**config.mk**
```make
export PLATFORM = sky130hd
export DESIGN_NAME = instr_seq_unit
export DESIGN_NICKNAME = d
export VERILOG_FILES = /design/src/rtl/tinyalu_pkg.sv /design/src/rtl/instr_seq_unit.sv
export SDC_FILE = /design/constraint.sdc
export NUM_CORES = 1
export LEC_CHECK = 0
export ABC_CLOCK_PERIOD_IN_PS = 4420
export BUFFER_PORTS_ARGS = -buffer_cell sky130_fd_sc_hd__buf_2
export CORE_ASPECT_RATIO = 0.7
export CORE_MARGIN = 2
export CORE_UTILIZATION = 56
export DETAILED_ROUTE_END_ITERATION = 12
export MAX_ROUTING_LAYER = met4
export PLACE_DENSITY = 0.95
export SYNTH_ARGS = -nofsm -noshare
export SYNTH_HDL_FRONTEND = slang
export SYNTH_SLANG_ARGS = --single-unit
```
**constraint.sdc**
```tcl
create_clock -name clk -period 4.42 [get_ports clk]
set_input_delay 0.221 -clock clk [delete_from_list [all_inputs] [get_ports clk]]
set_output_delay 0.221 -clock clk [all_outputs]
set_load 0.01 [all_outputs]
```
**src/rtl/tinyalu_pkg.sv**
```systemverilog
// Shared ALU opcode encoding for the instruction sequencer and the ALU it drives.
// op_load and op_store are consumed by the sequencer and never reach the ALU.
package tinyalu_pkg;

    typedef enum logic [3:0] {
        op_nop   = 4'h0,
        op_add   = 4'h1,
        op_and   = 4'h2,
        op_xor   = 4'h3,
        op_mul   = 4'h4,
        op_load  = 4'h8,
        op_store = 4'h9
    } alu_opcode_t;

endpackage

```
**src/rtl/instr_seq_unit.sv**
```systemverilog
// Single-issue instruction sequencer: decodes one instruction per handshake and runs a load,
// store or ALU op to completion, with a per-operation timeout and a sticky error flag.
module instr_seq_unit
    import tinyalu_pkg::*;
#(
    parameter int unsigned DATA_W  = 8,
    parameter int unsigned ADDR_W  = 14,
    parameter int unsigned RSEL_W  = 1,
    parameter int unsigned TIMEOUT = 1024
) (
    input  logic                            clk,
    input  logic                            reset_n,
    input  logic [4+ADDR_W+2*RSEL_W-1:0]    instr,
    input  logic                            instr_valid,
    output logic                            instr_ready,
    input  logic                            mem_done,
    input  logic [DATA_W-1:0]               data,
    input  logic                            alu_done,
    input  logic [2*DATA_W-1:0]             alu_result,
    output logic                            start,
    output logic [DATA_W-1:0]               A,
    output logic [DATA_W-1:0]               B,
    output alu_opcode_t                     op,
    output logic [ADDR_W-1:0]               addr,
    output logic [2*DATA_W-1:0]             result,
    output logic                            load,
    output logic                            store,
    output logic                            done,
    output logic                            err
);

    localparam int unsigned INSTR_W = 4 + ADDR_W + 2 * RSEL_W;
    localparam int unsigned Depth   = 2 ** RSEL_W;
    localparam int unsigned CntW    = (TIMEOUT > 1) ? $clog2(TIMEOUT) : 1;
    localparam int unsigned TLimit  = (TIMEOUT > 0) ? TIMEOUT - 1 : 0;

    typedef enum logic [1:0] {StIdle, StLoad, StStore, StAlu} state_e;

    state_e                 state_q, state_d;
    logic [DATA_W-1:0]      rf_q [Depth];
    logic [DATA_W-1:0]      rf_d [Depth];
    logic [2*DATA_W-1:0]    result_q, result_d;
    logic [DATA_W-1:0]      a_q, a_d, b_q, b_d;
    logic [ADDR_W-1:0]      addr_q, addr_d;
    alu_opcode_t            op_q, op_d;
    logic [RSEL_W-1:0]      rs_a_q, rs_a_d;
    logic [CntW-1:0]        cnt_q, cnt_d;
    logic                   start_q, start_d;
    logic                   load_q, load_d;
    logic                   store_q, store_d;
    logic                   done_q, done_d;
    logic                   err_q, err_d;

    logic [3:0]             f_opcode;
    logic [ADDR_W-1:0]      f_addr;
    logic [RSEL_W-1:0]      f_rs_a, f_rs_b;
    logic                   timeout_hit;

    assign f_opcode = instr[INSTR_W-1 -: 4];
    assign f_addr   = instr[2*RSEL_W +: ADDR_W];
    assign f_rs_a   = instr[RSEL_W +: RSEL_W];
    assign f_rs_b   = instr[0 +: RSEL_W];

    // Expires on the last waiting cycle; a done sampled on that same edge takes priority.
    assign timeout_hit = (TIMEOUT != 0) && (cnt_q == CntW'(TLimit));

    always_comb begin
        state_d  = state_q;
        rf_d     = rf_q;
        result_d = result_q;
        a_d      = a_q;
        b_d      = b_q;
        addr_d   = addr_q;
        op_d     = op_q;
        rs_a_d   = rs_a_q;
        cnt_d    = cnt_q;
        start_d  = start_q;
        load_d   = load_q;
        store_d  = store_q;
        done_d   = 1'b0;
        err_d    = err_q;

        unique case (state_q)
            StIdle: begin
                if (instr_valid) begin
                    rs_a_d = f_rs_a;
                    cnt_d  = '0;
                    if (f_opcode == op_load) begin
                        addr_d  = f_addr;
                        load_d  = 1'b1;
                        state_d = StLoad;
                    end else if (f_opcode == op_store) begin
                        addr_d  = f_addr;
                        store_d = 1'b1;
                        state_d = StStore;
                    end else begin
                        op_d    = alu_opcode_t'(f_opcode);
                        a_d     = rf_q[f_rs_a];
                        b_d     = rf_q[f_rs_b];
                        start_d = 1'b1;
                        state_d = StAlu;
                    end
                end
            end
            StLoad: begin
                if (mem_done) begin
                    rf_d[rs_a_q] = data;
                    load_d       = 1'b0;
                    done_d       = 1'b1;
                    state_d      = StIdle;
                end else if (timeout_hit) begin
                    load_d  = 1'b0;
                    err_d   = 1'b1;
                    state_d = StIdle;
                end else begin
                    cnt_d = cnt_q + CntW'(1);
                end
            end
            StStore: begin
                if (mem_done) begin
                    store_d = 1'b0;
                    done_d  = 1'b1;
                    state_d = StIdle;
                end else if (timeout_hit) begin
                    store_d = 1'b0;
                    err_d   = 1'b1;
                    state_d = StIdle;
                end else begin
                    cnt_d = cnt_q + CntW'(1);
                end
            end
            StAlu: begin
                if (alu_done) begin
                    result_d = alu_result;
                    start_d  = 1'b0;
                    done_d   = 1'b1;
                    state_d  = StIdle;
                end else if (timeout_hit) begin
                    start_d = 1'b0;
                    err_d   = 1'b1;
                    state_d = StIdle;
                end else begin
                    cnt_d = cnt_q + CntW'(1);
                end
            end
            default: state_d = StIdle;
        endcase
    end

    always_ff @(posedge clk or negedge reset_n) begin
        if (!reset_n) begin
            state_q  <= StIdle;
            for (int i = 0; i < Depth; i++) rf_q[i] <= '0;
            result_q <= '0;
            a_q      <= '0;
            b_q      <= '0;
            addr_q   <= '0;
            op_q     <= op_nop;
            rs_a_q   <= '0;
            cnt_q    <= '0;
            start_q  <= 1'b0;
            load_q   <= 1'b0;
            store_q  <= 1'b0;
            done_q   <= 1'b0;
            err_q    <= 1'b0;
        end else begin
            state_q  <= state_d;
            rf_q     <= rf_d;
            result_q <= result_d;
            a_q      <= a_d;
            b_q      <= b_d;
            addr_q   <= addr_d;
            op_q     <= op_d;
            rs_a_q   <= rs_a_d;
            cnt_q    <= cnt_d;
            start_q  <= start_d;
            load_q   <= load_d;
            store_q  <= store_d;
            done_q   <= done_d;
            err_q    <= err_d;
        end
    end

    assign instr_ready = (state_q == StIdle);
    assign start       = start_q;
    assign A           = a_q;
    assign B           = b_q;
    assign op          = op_q;
    assign addr        = addr_q;
    assign result      = result_q;
    assign load        = load_q;
    assign store       = store_q;
    assign done        = done_q;
    assign err         = err_q;

endmodule

```
---- Yosys cells after proc, flatten, opt, wreduce, memory -nomap -nowiden ----
Cells that the tools add are included.
storage, ports and cells
  logic and storage cells ................. 103
  flip-flop bits (word level) ............. 84
  output and inout port bits .............. 56
  input port bits ......................... 49
operators by class
  equality and inequality tests ........... 16
  bitwise operators ....................... 5
  mux-type cells .......................... 44
  $add $sub $neg .......................... 1
  reduce and logical (&&, ||, !) cells .... 18
  magnitude comparators ................... 4
operator list
  operator                 count
  $mux W8                  7
  $mux W10                 4
  $pmux W10 S3             1
  $mux W14                 2
  $mux W1                  17
  $bwmux W16               1
  $add A10 B1 Y10 const B  1
  $eq A10 B10 Y1 const B   1
  $mux W2                  5
  $ne A2 B2 Y1 const B     5
  $pmux W1 S2              5
  $reduce_and A5 Y1        2
  $reduce_bool A2 Y1       5
  $ne A3 B3 Y1 const B     3
  $reduce_and A3 Y1        3
  $demux W8 S1             1
  $eq A4 B4 Y1 const B     2
  $reduce_and A4 Y1        2
  $ge A2 B2 Y1 const B     3
  $not A1 Y2               3
  $pmux W2 S3              1
  $reduce_and A2 Y1        3
  $eq A2 B2 Y1 const B     2
  $ne A2 B1 Y1 const B     2
  other kinds (6)          7

---- Logic depth before layout (Yosys ltp) ----
  depth in word-level cells ............... 6
  depth in mapped cells ................... 7

---- Least setup slack after synthesis ----
No wires, ideal clock.
  path kind ............................... register to register
  start point ............................. register state_q[0]
  end point ............................... register addr_q[10] (netlist: addr[10])
  data required time ...................... 4.295 ns
  path buffers ............................ 1
  setup time .............................. 0.125 ns
  setup slack ............................. 2.599 ns
  cell stages (with the launch flop) ...... 7
  arrival time ............................ 1.696 ns
  clock period less this slack ............ 1.821 ns
  cells stage by stage .................... dfrtp_1 > inv_1 > ha_1 > nand2_1 > nor2_2 > buf_4 > mux2_2
between the ends
  word-level cells in the longest chain between the ends .. 2
ends and longest elaborated chain
  element                      line                   text
  from (decl)                  instr_seq_unit.sv:39   state_e state_q, state_d;
  from (signal assigned)       instr_seq_unit.sv:152  state_q <= StIdle;
  from (signal assigned)       instr_seq_unit.sv:167  state_q <= state_d;
  $logic_not A2 Y1             -
  net instr_ready              instr_seq_unit.sv:15   output logic instr_ready,
  $reduce_and A3 Y1 (no line)  -
  to (signal assigned)         instr_seq_unit.sv:172  addr_q <= addr_d;
  to (decl)                    instr_seq_unit.sv:44   logic [ADDR_W-1:0] addr_q, addr_d;
The timed path passes the listed nets, and every way through them passes these cells.
A chain may end at the register's enable or synchronous reset.

---- Final worst setup path ----
  start point ............................. register state_q[0]
  end point ............................... register start_q (netlist: start)
between the ends
  word-level cells in the longest chain between the ends .. 3
ends and longest elaborated chain
  element                                               line                   text
  $eq A2 B2 Y1 or $logic_not A2 Y1 (tied branches)      instr_seq_unit.sv:83   unique case (state_q)
  $ne A3 B3 Y1 (no line), or another cell as far along  -
  $reduce_and A5 Y1 (no line)                           -
  to (signal assigned)                                  instr_seq_unit.sv:176  start_q <= start_d;
  to (decl)                                             instr_seq_unit.sv:48   logic start_q, start_d;
Several ways; a longest one is shown, not always the timed one.

==> results.sh <==
export IMPL_status="completed"
export IMPL_grt_max_degree=85
export IMPL_synth_seq_cells=84
export IMPL_ctsHoldBuffers=0
export IMPL_rsz0062_at_grt="no"
export IMPL_finalCritPeriodShare_pct=54.8
export IMPL_io_buffers=104
export IMPL_reg2regPathDepth=6
export IMPL_fin_nets=448
export IMPL_finalHoldViolations=0
export IMPL_cts_resized=0
export IMPL_final_common_cell="buf_2"
export IMPL_dp_hpwl_um=5730
export IMPL_final_cells=477
export IMPL_dpl_cell_count=460
export IMPL_yosysUniqueCellTypes=45
export IMPL_relSlewSlack_pct=15.7
export IMPL_tightestPinTransition_ns=1.26
export IMPL_drc_errors=0
export IMPL_cts_setup_buffers=0
export IMPL_gr_total_overflow=0
export IMPL_power_density_mw_per_mm2=692
export IMPL_syn_avg_cell_area_sq_um=12.7
export IMPL_clock_skew_ns=0.00733
export IMPL_worstSetupPathType="reg -> reg"
export IMPL_ys_flop_type="dfrtp_1"
export IMPL_cp_cell_sequence="inv_1 > ha_1 > nand2_1 > nor2_2 > o22ai_1 > o2bb2ai_1"
export IMPL_final_setup_tns_ns=0
export IMPL_cp_data_required_time_ns=4.65
export IMPL_grt_util_all_layers_pct=23.3
export IMPL_fin_ws_ns=2.00
export IMPL_root_buffer="clkbuf_8"
export IMPL_fin_crit_ns=2.42
export IMPL_vias=2699
export IMPL_ant_nets=0
export IMPL_core_area_sq_mm=0.00628
export IMPL_dieArea_sq_mm=0.00721
export IMPL_place_ws_ns=2.07
export IMPL_grt_pass1_vias=2741
export IMPL_ys_warn_count=0
export IMPL_slowest_delay_ns=0.98
export IMPL_min_path_type="in -> async"
export IMPL_crit_cells=6
export IMPL_wl_per_cell_um=16.7
export IMPL_antenna_found_initial=1
export IMPL_gp_congestion=0.879
export IMPL_drt_iter0_markers=155
export IMPL_die_w_um=101
export IMPL_drive_gt1_share_pct=45.0
export IMPL_start_util_pct=58.3
export IMPL_clock_sinks=84
export IMPL_grt_pass1_wl_um=12700
export IMPL_maxCapViolCount=0
export IMPL_cp_start_kind="flip-flop"
export IMPL_leakage_uw=0.00216
export IMPL_synthArstFlopShare_pct=100
export IMPL_clkTransAtPathRegs_ns=0.08
export IMPL_crit_arrival_ns=2.65
export IMPL_synth_nets=343
export IMPL_slew_violations=0
export IMPL_post_dp_cell_area_sq_mm=0.00423
export IMPL_peakVddDrop_mv=0.389
export IMPL_critPathBufInv=1
export IMPL_mostFrequentLayoutCells="buf_2 (103), dfrtp_1 (84), mux2_2 (49), a21oi_1 (25), nor2_1 (21)"
export IMPL_critPathLaunch="state_q[0]"
export IMPL_fmax_ghz=0.413
export IMPL_rr_startpoint="state_q[0]"
export IMPL_cts_tree="done"
export IMPL_clk_path_buf_depth=2
export IMPL_cts_htree_levels=3
export IMPL_firstDrtPassIters=4
export IMPL_io_pins=105
export IMPL_cts_buffers=9
export IMPL_vias_per_cell=5.66
export IMPL_end_kind="flip-flop"
export IMPL_netlist_instances=288
export IMPL_setup_violations=0
export IMPL_finalWirelength_um=7940
export IMPL_crit_fanout=35
export IMPL_synth_area_sq_mm=0.00366
export IMPL_area_delta_synth_final_pct=21.8
export IMPL_die_y_um=71.6
export IMPL_insertion_delay_ns=0.34
export IMPL_ys_seq_area_share_pct=57.4
export IMPL_synth_edf_count=0
export IMPL_row_count=24
export IMPL_cpMaxStageDelayCell="nor2_2"
export IMPL_final_area_sq_mm=0.00446
export IMPL_path_delay_family="simple AND/OR/NAND/NOR gates"
-- flip-flops by register name, summed over array words and instances (netlist names) --
signal,flops
A,8
addr,14
start,1
rs_a_q,1
B,8
done,1
err,1
result,16
op,4
store,1
state_q,2
load,1
rf_q,16
cnt_q,10
-- final timing paths --
check	endpoint	slack [ns]
min in group clk	result[7]	0.10
max in group asynchronous	cnt_q[4]	3.73
max reg2reg	start	2.00
min reg2reg	err	0.49
max	start	2.00
min	addr[3]	0.04
-- cells in the mapped netlist (all sizes together) (2+ instances only) --
cell,number,area [sq um]
nand3,6,35.0
inv,8,30.0
a21oi,25,125
nor3,3,15.0
mux2,49,552
buf,7,38.8
ha,6,75.1
o21ai,8,40.0
nand2,9,36.3
and3,4,25.0
clkbuf,3,11.3
a31oi,4,25.0
nor2,23,88.8
o221a,2,22.5
nor4,2,27.5
mux2i,16,160
dfrtp,84,2100
or4,4,30.0
nand4,3,33.8
o31ai,4,30.0
a22oi,2,28.8
-- per-stage QoR --
step / hold slack (ns) / power, uW / utilization (%)
5_1_grt: 0.0836 / 3290 / 71.0
6_report: 0.0435 / 3090 / 71.0
4_1_cts: 0.0737 / 3110 / 71.0
3_3_place_gp: 0.450 / 2410 / 67.4
2_1_floorplan: -0.0746 / 2040 / -
3_5_place_dp: 0.456 / 2500 / 67.4
-- per-layer routing --
metal / vias to the layer above / global-route usage [%] / part of all wire [%]
met5: - / - / 0
met4: 0 / 7.46 / 0.65
met3: 7 / 6.93 / 7.8
met2: 108 / 37.0 / 48
met1: 1317 / 29.0 / 43
li1: 1267 / - / -
-- kinds of logic (layout without fill, tap and decap cells) --
group	after synthesis	count (layout)	share of synthesized area (%)
AOI/OAI and AO/OA	54	54	9.50
adders and majority gates	6	6	2.05
buffers and inverters	18	128	2.19
DFF	84	84	57.4
muxes	65	65	19.5
other	0	1	0
and+or+nand+nor	61	61	9.37
-- cell type report --
class / count / area [sq um]
Sequential cell: 84 / 2100
Tap cell: 78 / 97.6
Clock inverter: 7 / 98.8
Timing Repair Buffer: 104 / 523
Clock buffer: 9 / 124
Multi-Input combinational cell: 186 / 1480
Antenna cell: 1 / 2.50
Inverter: 8 / 30.0
Fill cell: 474 / 1820
-- power by group --
part	switching [uW]	internal (uW)
logic	612	554
registers	211	1110
clock network	275	322
total	1100	1990
Note: power is estimated with default switching activity, not from simulation.
